File: src/rtl/mem_stage_pkg.sv
// Shared definitions for the MEM pipeline stage.
//   - funct3 encodings for loads/stores
//   - ex_control bit positions used by the stage
//   - FSM state type and access-size type
//   - f3_size(): maps funct3 to an access size (undefined codes become word)
package mem_stage_pkg;

  localparam logic [2:0] F3_LB  = 3'b000;
  localparam logic [2:0] F3_LH  = 3'b001;
  localparam logic [2:0] F3_LW  = 3'b010;
  localparam logic [2:0] F3_LBU = 3'b100;
  localparam logic [2:0] F3_LHU = 3'b101;

  localparam int CTRL_REGWR   = 5;
  localparam int CTRL_MEM2REG = 3;
  localparam int CTRL_MEMWR   = 1;

  typedef enum logic {
    ST_IDLE,
    ST_ACCESS
  } state_e;

  typedef enum logic [1:0] {
    SZ_BYTE,
    SZ_HALF,
    SZ_WORD
  } size_e;

  // Store encodings share the low bits with loads (SB=000, SH=001, SW=010),
  // so one decode serves both. 011/110/111 are undefined and treated as word.
  function automatic size_e f3_size(input logic [2:0] f3);
    case (f3)
      F3_LB, F3_LBU: f3_size = SZ_BYTE;
      F3_LH, F3_LHU: f3_size = SZ_HALF;
      F3_LW:         f3_size = SZ_WORD;
      default:       f3_size = SZ_WORD;
    endcase
  endfunction

endpackage

File: src/rtl/load_align.sv
// Combinational load-data aligner.
// Picks the byte/halfword lane addressed by lane[1:0] out of the read word
// and sign- or zero-extends it according to funct3[2].
// Ports:
//   rdata  [31:0] in  : word returned by data memory
//   lane   [1:0]  in  : low address bits of the access
//   funct3 [2:0]  in  : load size/sign encoding
//   data   [31:0] out : aligned, extended load result
module load_align
  import mem_stage_pkg::*;
(
  input  logic [31:0] rdata,
  input  logic [1:0]  lane,
  input  logic [2:0]  funct3,
  output logic [31:0] data
);

  logic [7:0]  byte_v;
  logic [15:0] half_v;
  logic        uns;

  always_comb begin
    byte_v = rdata[{lane, 3'b000} +: 8];
    // Halfword lane ignores addr[0]; a misaligned half reads the aligned half.
    half_v = lane[1] ? rdata[31:16] : rdata[15:0];
    uns    = funct3[2];
    case (f3_size(funct3))
      SZ_BYTE: data = {{24{byte_v[7] & ~uns}}, byte_v};
      SZ_HALF: data = {{16{half_v[15] & ~uns}}, half_v};
      default: data = rdata;
    endcase
  end

endmodule

File: src/rtl/mem_access_stage.sv
// MEM pipeline stage: issues data-memory loads/stores from the EX/MEM entry,
// waits for dmem_ack (bounded by WAIT_MAX cycles) and registers the result
// toward write-back. Non-memory entries pass through with one cycle latency.
// Optional build macro: MEM_MISALIGN_CHECK_EN rejects misaligned half/word
// accesses in IDLE with a mem_fault pulse instead of issuing them.
// Ports:
//   clk, rst_n (sync, active-low)
//   ex_valid/ex_ready handshake; ex_alu_result, ex_store_data, ex_funct3,
//   ex_control, ex_rd : EX/MEM entry
//   dmem_req, dmem_we, dmem_addr, dmem_wdata, dmem_be : memory request (held)
//   dmem_ack, dmem_rdata : memory response
//   wb_regdata, wb_memdata, wb_control, wb_reg_addr : registered WB outputs
//   mem_stall : access outstanding; mem_fault : one-cycle abandon/reject pulse
module mem_access_stage
  import mem_stage_pkg::*;
#(
  parameter int WAIT_MAX = 15
) (
  input  logic        clk,
  input  logic        rst_n,
  input  logic        ex_valid,
  output logic        ex_ready,
  input  logic [31:0] ex_alu_result,
  input  logic [31:0] ex_store_data,
  input  logic [2:0]  ex_funct3,
  input  logic [7:0]  ex_control,
  input  logic [4:0]  ex_rd,
  output logic        dmem_req,
  output logic        dmem_we,
  output logic [31:0] dmem_addr,
  output logic [31:0] dmem_wdata,
  output logic [3:0]  dmem_be,
  input  logic        dmem_ack,
  input  logic [31:0] dmem_rdata,
  output logic [31:0] wb_regdata,
  output logic [31:0] wb_memdata,
  output logic [7:0]  wb_control,
  output logic [4:0]  wb_reg_addr,
  output logic        mem_stall,
  output logic        mem_fault
);

  // Counter runs 0..WAIT_MAX-1; the last value is the final cycle an ack may win.
  localparam int             CW       = (WAIT_MAX < 2) ? 1 : $clog2(WAIT_MAX);
  localparam logic [CW-1:0]  CNT_LAST = CW'(WAIT_MAX - 1);

  state_e        state_q, state_d;
  logic [CW-1:0] cnt_q, cnt_d;
  logic [31:0]   lat_result_q, lat_result_d;
  logic [7:0]    lat_control_q, lat_control_d;
  logic [4:0]    lat_rd_q, lat_rd_d;
  logic [2:0]    lat_funct3_q, lat_funct3_d;
  logic [31:0]   wb_regdata_q, wb_regdata_d;
  logic [31:0]   wb_memdata_q, wb_memdata_d;
  logic [7:0]    wb_control_q, wb_control_d;
  logic [4:0]    wb_reg_addr_q, wb_reg_addr_d;
  logic          dmem_req_q, dmem_req_d;
  logic          dmem_we_q, dmem_we_d;
  logic [31:0]   dmem_addr_q, dmem_addr_d;
  logic [31:0]   dmem_wdata_q, dmem_wdata_d;
  logic [3:0]    dmem_be_q, dmem_be_d;
  logic          mem_fault_q, mem_fault_d;

  size_e         ex_size;
  logic          is_store, is_mem, misalign;
  logic [3:0]    be_v;
  logic [31:0]   wdata_v;
  logic [31:0]   load_data;

  load_align u_load_align (
    .rdata  (dmem_rdata),
    .lane   (lat_result_q[1:0]),
    .funct3 (lat_funct3_q),
    .data   (load_data)
  );

  // Entry decode: size, byte enables and lane-replicated store data.
  always_comb begin
    ex_size  = f3_size(ex_funct3);
    is_store = ex_control[CTRL_MEMWR];
    is_mem   = ex_control[CTRL_MEM2REG] | is_store;
    case (ex_size)
      SZ_BYTE: begin
        be_v    = 4'b0001 << ex_alu_result[1:0];
        wdata_v = {4{ex_store_data[7:0]}};
      end
      SZ_HALF: begin
        be_v    = 4'b0011 << {ex_alu_result[1], 1'b0};
        wdata_v = {2{ex_store_data[15:0]}};
      end
      default: begin
        be_v    = 4'b1111;
        wdata_v = ex_store_data;
      end
    endcase
`ifdef MEM_MISALIGN_CHECK_EN
    case (ex_size)
      SZ_HALF: misalign = ex_alu_result[0];
      SZ_WORD: misalign = |ex_alu_result[1:0];
      default: misalign = 1'b0;
    endcase
`else
    misalign = 1'b0;
`endif
  end

  always_comb begin
    state_d       = state_q;
    cnt_d         = cnt_q;
    lat_result_d  = lat_result_q;
    lat_control_d = lat_control_q;
    lat_rd_d      = lat_rd_q;
    lat_funct3_d  = lat_funct3_q;
    wb_regdata_d  = wb_regdata_q;
    wb_memdata_d  = wb_memdata_q;
    wb_control_d  = 8'h00;          // bubble unless a result retires this cycle
    wb_reg_addr_d = wb_reg_addr_q;
    dmem_req_d    = dmem_req_q;
    dmem_we_d     = dmem_we_q;
    dmem_addr_d   = dmem_addr_q;
    dmem_wdata_d  = dmem_wdata_q;
    dmem_be_d     = dmem_be_q;
    mem_fault_d   = 1'b0;
    case (state_q)
      ST_IDLE: begin
        if (ex_valid) begin
          if (!is_mem) begin
            wb_regdata_d  = ex_alu_result;
            wb_memdata_d  = 32'h0;
            wb_control_d  = ex_control;
            wb_reg_addr_d = ex_rd;
          end else if (misalign) begin
            mem_fault_d = 1'b1;
          end else begin
            lat_result_d  = ex_alu_result;
            lat_control_d = ex_control;
            lat_rd_d      = ex_rd;
            lat_funct3_d  = ex_funct3;
            dmem_req_d    = 1'b1;
            dmem_we_d     = is_store;
            dmem_addr_d   = {ex_alu_result[31:2], 2'b00};
            dmem_wdata_d  = wdata_v;
            dmem_be_d     = be_v;
            cnt_d         = '0;
            state_d       = ST_ACCESS;
          end
        end
      end
      ST_ACCESS: begin
        // Ack is checked first so an ack on the last allowed cycle completes.
        if (dmem_ack) begin
          wb_regdata_d  = lat_result_q;
          wb_memdata_d  = lat_control_q[CTRL_MEMWR] ? 32'h0 : load_data;
          wb_control_d  = lat_control_q;
          if (lat_control_q[CTRL_MEMWR]) wb_control_d[CTRL_REGWR] = 1'b0;
          wb_reg_addr_d = lat_rd_q;
          dmem_req_d    = 1'b0;
          dmem_we_d     = 1'b0;
          state_d       = ST_IDLE;
        end else if (cnt_q == CNT_LAST) begin
          dmem_req_d  = 1'b0;
          dmem_we_d   = 1'b0;
          mem_fault_d = 1'b1;
          state_d     = ST_IDLE;
        end else begin
          cnt_d = cnt_q + 1'b1;
        end
      end
    endcase
  end

  always_ff @(posedge clk) begin
    if (!rst_n) begin
      state_q       <= ST_IDLE;
      cnt_q         <= '0;
      lat_result_q  <= '0;
      lat_control_q <= '0;
      lat_rd_q      <= '0;
      lat_funct3_q  <= '0;
      wb_regdata_q  <= '0;
      wb_memdata_q  <= '0;
      wb_control_q  <= '0;
      wb_reg_addr_q <= '0;
      dmem_req_q    <= 1'b0;
      dmem_we_q     <= 1'b0;
      dmem_addr_q   <= '0;
      dmem_wdata_q  <= '0;
      dmem_be_q     <= '0;
      mem_fault_q   <= 1'b0;
    end else begin
      state_q       <= state_d;
      cnt_q         <= cnt_d;
      lat_result_q  <= lat_result_d;
      lat_control_q <= lat_control_d;
      lat_rd_q      <= lat_rd_d;
      lat_funct3_q  <= lat_funct3_d;
      wb_regdata_q  <= wb_regdata_d;
      wb_memdata_q  <= wb_memdata_d;
      wb_control_q  <= wb_control_d;
      wb_reg_addr_q <= wb_reg_addr_d;
      dmem_req_q    <= dmem_req_d;
      dmem_we_q     <= dmem_we_d;
      dmem_addr_q   <= dmem_addr_d;
      dmem_wdata_q  <= dmem_wdata_d;
      dmem_be_q     <= dmem_be_d;
      mem_fault_q   <= mem_fault_d;
    end
  end

  assign ex_ready    = (state_q == ST_IDLE);
  assign mem_stall   = (state_q == ST_ACCESS);
  assign dmem_req    = dmem_req_q;
  assign dmem_we     = dmem_we_q;
  assign dmem_addr   = dmem_addr_q;
  assign dmem_wdata  = dmem_wdata_q;
  assign dmem_be     = dmem_be_q;
  assign wb_regdata  = wb_regdata_q;
  assign wb_memdata  = wb_memdata_q;
  assign wb_control  = wb_control_q;
  assign wb_reg_addr = wb_reg_addr_q;
  assign mem_fault   = mem_fault_q;

endmodule

File: config.mk
export PLATFORM = sky130hd
export DESIGN_NAME = mem_access_stage
export DESIGN_NICKNAME = d
export VERILOG_FILES = /design/src/rtl/mem_stage_pkg.sv /design/src/rtl/load_align.sv /design/src/rtl/mem_access_stage.sv
export SDC_FILE = /design/constraint.sdc
export NUM_CORES = 1
export LEC_CHECK = 0
export BUFFER_PORTS_ARGS = -buffer_cell sky130_fd_sc_hd__buf_2
export CAP_MARGIN = 30
export CORE_ASPECT_RATIO = 0.6
export CORE_MARGIN = 3
export CORE_UTILIZATION = 52
export CTS_BUF_LIST = sky130_fd_sc_hd__clkbuf_8
export DETAILED_ROUTE_END_ITERATION = 8
export PLACE_DENSITY_LB_ADDON = 0.2
export SYNTH_ARGS = -nofsm -noshare
export SYNTH_HDL_FRONTEND = slang
export SYNTH_SLANG_ARGS = --single-unit
File: constraint.sdc
create_clock -name clk -period 5 [get_ports clk]
set_clock_uncertainty 0.2 [all_clocks]
set_input_delay 0 -clock clk [delete_from_list [all_inputs] [get_ports clk]]
set_output_delay 0 -clock clk [all_outputs]
set_load 0.02 [all_outputs]
==> results.toml, run 1 <==
[sta]
hold_violations = 0
min_period_over_period_pct = 67.82
slew_violations = 0
worst_pin_slew_ns = 1.034
setup_slack_ns = 1.609
timing.fmax_mhz = 294.9
maxSlewHeadroom_pct = 31.09
period_minus_slack_ns = 3.391
setup_viol = 0
finalSetupTns_ns = 0
rsz0062_at_grt = "no"

[worst_setup_path]
crit_family = "buffers and inverters"
path_buf_inv = 2
path_max_fanout = 46
r2r_end = "wb_memdata[3]"
max_stage_delay_ns = 0.96
cp-start-kind = "flip-flop"
crit_top_cell = "dlygate4sd3_1"
slowest_stage = "dfxtp_2"
r2r_start = "mem_stall"
setup.worst_path.class = "reg2reg"
worstPathArrival_ns = 3.59
critPathRequiredTime_ns = 5.20
ff2ff_path_depth = 6
r2r_setup_slack_ns = 1.61
worstPathCellList = "and2_4 -> and3_4 -> o21ai_0 -> dlygate4sd3_1 -> o2bb2ai_1 -> dlygate4sd3_1"
worst_setup_path_end_kind = "flip-flop"

[cells_and_area]
fin_nets = 1294
final_common_cell = "buf_2"
layout_common_cells = "buf_2 (263), nand2_1 (182), dfxtp_1 (168), dlygate4sd3_1 (163), nor2_1 (75)"
nFillCells = 906
num_antenna_cells = 0
drive_gt1_share_pct = 27.10
synthToLayoutAreaGrowth_pct = 43.16

[routing]
drt_iter0_markers = 519
firstDrtPassIters = 6
wl_per_cell_um = 16.57
ant_nets = 0
drt-total-wl_um = 22500
via_count = 7370
drc_errors = 0
viasPerCell = 5.427

[die]
dieHeight_um = 96.53
ioPinCount = 266
core_sq_mm = 0.01309
die_w_um = 156.9
initial_utilization_pct = 54.25
dieArea_sq_mm = 0.01514
rows = 32

[clocking]
clk_path_buf_depth = 2
cts_setup_buffers = 0
cts-root-buf = "clkbuf_8"
clk_pin_slew_worst_paths_ns = 0.10
cts_max_level = 4
cts_num_sinks = 169
cts_tree = "yes"
clk_latency_ns = 0.44
cts_made_buffers = 17

[placed_design]
port_buffers = 263
gp_congestion = 0.8357
place_ws_ns = 1.999
dp.final_hpwl_um = 13150

[logic_synthesis]
postSynthAreaPerCell_sq_um = 8.652
syn_area_sq_mm = 0.007103
synthArstFlopShare_pct = 0
synthCells = 821
synthDistinctLibCells = 41
synth_warnings = 0
ys.flop_type = "dfxtp_1"
yosysSeqAreaShare_pct = 47.63
synth-edff-count = 0
ys_ff_latch = 169

[min_path]
hold_start = "dmem_ack"
min_to = "mem_fault"
whs_path_depth = 3
hp-class = "in2reg"

[global_routing]
grt_first_pass_wirelength_um = 34970
grt_use_total_pct = 28.80
antenna_found_initial = 0
grt_max_degree = 95
first_global_vias = 6968
overflow = 0

[power_and_ir_drop]
peakVddDrop_mv = 0.2379
p_per_area_mw_per_mm2 = 301.3
p_leak_nw = 4.624

[job]
maxCapViolCount = 0

[run_status]
status = "finished, final reports clean"
[Yosys cell counts, types with 8 or more instances]
cell type  count  area, sq um
a211oi_1       9        67.56
a21oi_1       31        155.2
a221o_1       16        160.2
a311oi_1      44        385.4
a32o_1         8        80.08
buf_2         12        60.06
buf_4         36        270.3
clkbuf_1      38        142.6
dfxtp_1      169         3383
mux2i_1       35        350.3
nand2_1      182        683.2
nand2b_1      18        112.6
nor2_1        77        289.0
o21ai_0       70        350.3
[routing by layer]
layer  up-vias  global-route usage (%)  wire length, um
li1       3542                       -                -
met1      3366                   37.84             9613
met2       394                   46.61            10180
met3        68                   6.364             2080
met4         0                   11.58              628
met5         -                       0                0
[worst reg2reg max path: cells and delay by family, from the launching register on]
family,cells,cell delay (ns)
compound gates,2,0.31
simple gates,2,0.71
buf+inv,2,1.17
flops,1,0.96
[stage by stage]
step / std cells / cell area (sq um) / power [mW] / util, % / hold slack (ns)
2_1_floorplan: 822 / 7107 / 1.854 / - / -0.1207
3_3_place_gp: 1164 / 8153 / 2.011 / 62.27 / 0.03059
3_5_place_dp: 1164 / 8153 / 2.018 / 62.27 / 0.03007
4_1_cts: 1358 / 10170 / 3.058 / 77.67 / 0.1023
5_1_grt: 1358 / 10170 / 3.194 / 77.67 / 0.1463
6_report: 1358 / 10170 / 3.064 / 77.67 / 0.1332
[flip-flops by register name, summed over array words and instances (netlist names)]
signal	flops
cnt_q	4
dmem_addr	1
dmem_be	4
dmem_req	1
dmem_wdata	32
dmem_we	1
lat_control_q	8
lat_funct3_q	3
lat_rd_q	5
lat_result_q	31
mem_fault	1
mem_stall	1
wb_control	8
wb_memdata	32
wb_reg_addr	5
wb_regdata	32
[power breakdown]
group,switching (mW),internal [mW],total (mW)
registers,0.0634,1.43,1.49
logic,0.348,0.266,0.614
clock network,0.536,0.421,0.957
total,0.948,2.12,3.06
[cell type report]
class / instances / area, sq um / area share (%)
Multi-Input combinational cell: 549 / 3167 / 31.14
Sequential cell: 169 / 3385 / 33.28
Inverter: 7 / 27.53 / 0.2707
Timing Repair Buffer: 432 / 2993 / 29.43
Tap cell: 170 / 212.7 / 2.092
Clock buffer: 18 / 247.7 / 2.436
Clock inverter: 13 / 136.4 / 1.341
[what timing repair did]
action | CTS | global route
resized for setup | 0 | 0
hold buffers | 163 | 0
endpoints found under the hold margin | 169 | 0
[cell families after synthesis]
logic type | count (synthesis) | synth area share (%)
buffers and inverters | 104 | 8.138
AND/OR/NAND/NOR | 302 | 18.16
AO/OA/AOI/OAI | 200 | 19.31
flip-flops | 169 | 47.63
adder cells (fa/ha/maj) | 2 | 0.3522
other | 1 | 0.05279
multiplexers | 43 | 6.359
[worst max-delay path by stage]
stage	startpoint	end	slack [ns]	depth (start not counted)
2_1_floorplan	mem_stall	wb_memdata[21]	2.96	9
3_3_place_gp	mem_stall	wb_regdata[20]	2.10	5
3_5_place_dp	mem_stall	wb_regdata[24]	2.00	5
4_1_cts	mem_stall	wb_memdata[1]	1.73	6
5_1_grt	mem_stall	wb_memdata[3]	1.46	6
6_report	mem_stall	wb_memdata[3]	1.61	6
No activity file was read; power rests on OpenSTA's default activity.
==> inputs of run 2 (changes only) <==
CORE_UTILIZATION = 46   (was 52)
clock period = 2.77 ns   (was 5 ns; I/O delays follow)
==> results.toml, run 2 (same netlist as run 1, synthesis figures left out) <==
[run_status]
status = "finished, final reports clean"

[clocking]
cts_made_buffers = 17
cts_max_level = 4
clk_path_buf_depth = 2
cts_tree = "yes"
clk_latency_ns = 0.44
clk_pin_slew_worst_paths_ns = 0.10
cts-root-buf = "clkbuf_8"
cts_setup_buffers = 0
cts_num_sinks = 169

[power_and_ir_drop]
p_per_area_mw_per_mm2 = 568.3
pwr-share-clk_pct = 33.9
peakVddDrop_mv = 0.3029
p_leak_nw = 4.538
p_int_mw = 4.058
combPwrFrac_pct = 19.2
p_seq_share_pct = 46.8
finalPower_mw = 5.720
swShare_pct = 29.05
p_sw_mw = 1.661

[sta]
hold_violations = 0
maxSlewHeadroom_pct = 41.22
worst_pin_slew_ns = 0.8805
slew_violations = 0
setup_viol = 0
finalSetupTns_ns = 0
rsz0062_at_grt = "no"
timing.fmax_mhz = 400.1
min_period_over_period_pct = 90.24
period_minus_slack_ns = 2.500

[job]
maxCapViolCount = 0

[worst_setup_path]
critPathRequiredTime_ns = 2.96
r2r_end = "dmem_wdata[8]"
path_max_fanout = 36
cp-start-kind = "primary input"
r2r_start = "mem_stall"
r2r_setup_slack_ns = 0.31
ff2ff_path_depth = 7
setup.worst_path.class = "in2reg"
worst_setup_path_end_kind = "flip-flop"
worstPathArrival_ns = 2.69

[global_routing]
antenna_found_initial = 1
first_global_vias = 6721
grt_first_pass_wirelength_um = 34650
overflow = 0
grt_use_total_pct = 25.03
grt_max_degree = 50

[cells_and_area]
stdcell_count = 1368
layout_common_cells = "buf_2 (263), nand2_1 (182), dfxtp_1 (168), dlygate4sd3_1 (136), nor2_1 (75)"
nFillCells = 1181
final_common_cell = "buf_2"
synthToLayoutAreaGrowth_pct = 41.70
drive_gt1_share_pct = 28.14
fin_nets = 1275

[die]
rows = 34
initial_utilization_pct = 47.98
die_w_um = 166.4
core_sq_mm = 0.01480
ioPinCount = 266
dieArea_sq_mm = 0.01702
dieHeight_um = 102.3

[routing]
drt-total-wl_um = 22240
drc_errors = 0
firstDrtPassIters = 5
ant_nets = 0
drt_iter0_markers = 656
viasPerCell = 5.230
wl_per_cell_um = 16.25
via_count = 7154

[placed_design]
place_inst = 1200
dp.final_hpwl_um = 13820
port_buffers = 263
gp_congestion = 0.8526

[min_path]
min_to = "wb_memdata[21]"
hold_start = "dmem_rdata[21]"
whs_path_depth = 3
hp-class = "in2reg"
## run 2: cell types whose count changed in the layout (fill, tap and decap cells not counted)
| cell | before | now |
|---|---|---|
| clkinvlp_4 | 2 | 3 |
| buf_4 | 6 | 13 |
| inv_8 | 3 | 1 |
| bufinv_16 | 1 | 4 |
| inv_1 | 6 | 7 |
| dlygate4sd3_1 | 163 | 136 |
| clkinv_4 | 3 | 1 |
| clkinv_2 | 2 | 1 |
| buf_12 | 0 | 1 |
| diode_2 | 0 | 1 |
## run 2: critical path, stage by stage
cell and delay, ns:
dlygate4sd3_1 0.52, buf_2 0.55, o21ai_0 0.15, dlygate4sd3_1 0.60
a311oi_1 0.29, dlygate4sd3_1 0.58
## run 2: final cells by class
type | count | area, sq um | area share, %
Clock buffer | 18 | 247.7 | 2.461
Sequential cell | 169 | 3385 | 33.63
Antenna cell | 1 | 2.502 | 0.02486
Timing Repair Buffer | 413 | 2795 | 27.77
Inverter | 7 | 27.53 | 0.2735
Tap cell | 198 | 247.7 | 2.461
Clock inverter | 13 | 192.7 | 1.914
Multi-Input combinational cell | 549 | 3167 | 31.46
## run 2: stage by stage
step                      instance area [sq um]  utilization, %  hold slack (ns)  setup slack (ns)
after detailed placement                   8260           55.80          0.04789            0.6588
final                                     10060           67.99           0.1326            0.2704
after floorplan                            7107               -          -0.1207            0.7332
after CTS                                 10060           67.97           0.1125            0.2802
after global routing                      10060           67.99           0.1186            0.1703
after global placement                     8260           55.80          0.05007            0.7094
## run 2: per-layer routing
layer | wire, um | share of wire, % | GRT usage (%)
met4 | 366 | 1.6 | 8.809
met5 | 0 | 0 | 0
met2 | 9991 | 45 | 39.91
met3 | 1895 | 8.5 | 6.726
met1 | 9981 | 45 | 33.33
## run 2: power groups by stage
stage | sequential [mW] | combinational [mW] | clock (mW)
6_report | 2.68 | 1.10 | 1.94
5_1_grt | 2.70 | 1.20 | 2.07
4_1_cts | 2.68 | 1.09 | 1.97
3_5_place_dp | 2.73 | 0.934 | 0
3_3_place_gp | 2.73 | 0.927 | 0
2_1_floorplan | 2.84 | 0.504 | 0
## run 2: worst max-delay path by stage
stage,to,cells after the start,slack (ns),startpoint
6_report,dmem_wdata[8],6,0.27,ex_funct3[1]
5_1_grt,dmem_be[3],7,0.17,mem_stall
4_1_cts,dmem_be[3],7,0.28,mem_stall
3_5_place_dp,wb_memdata[9],4,0.66,lat_result_q[1]
3_3_place_gp,wb_memdata[10],4,0.71,lat_result_q[1]
2_1_floorplan,wb_memdata[21],9,0.73,mem_stall
## run 2: timing repair
action                     in CTS  in global routing
hold endpoints to repair      168                  0
setup endpoints to repair       0                  0
resized for setup               0                  0
hold buffers                  136                  0
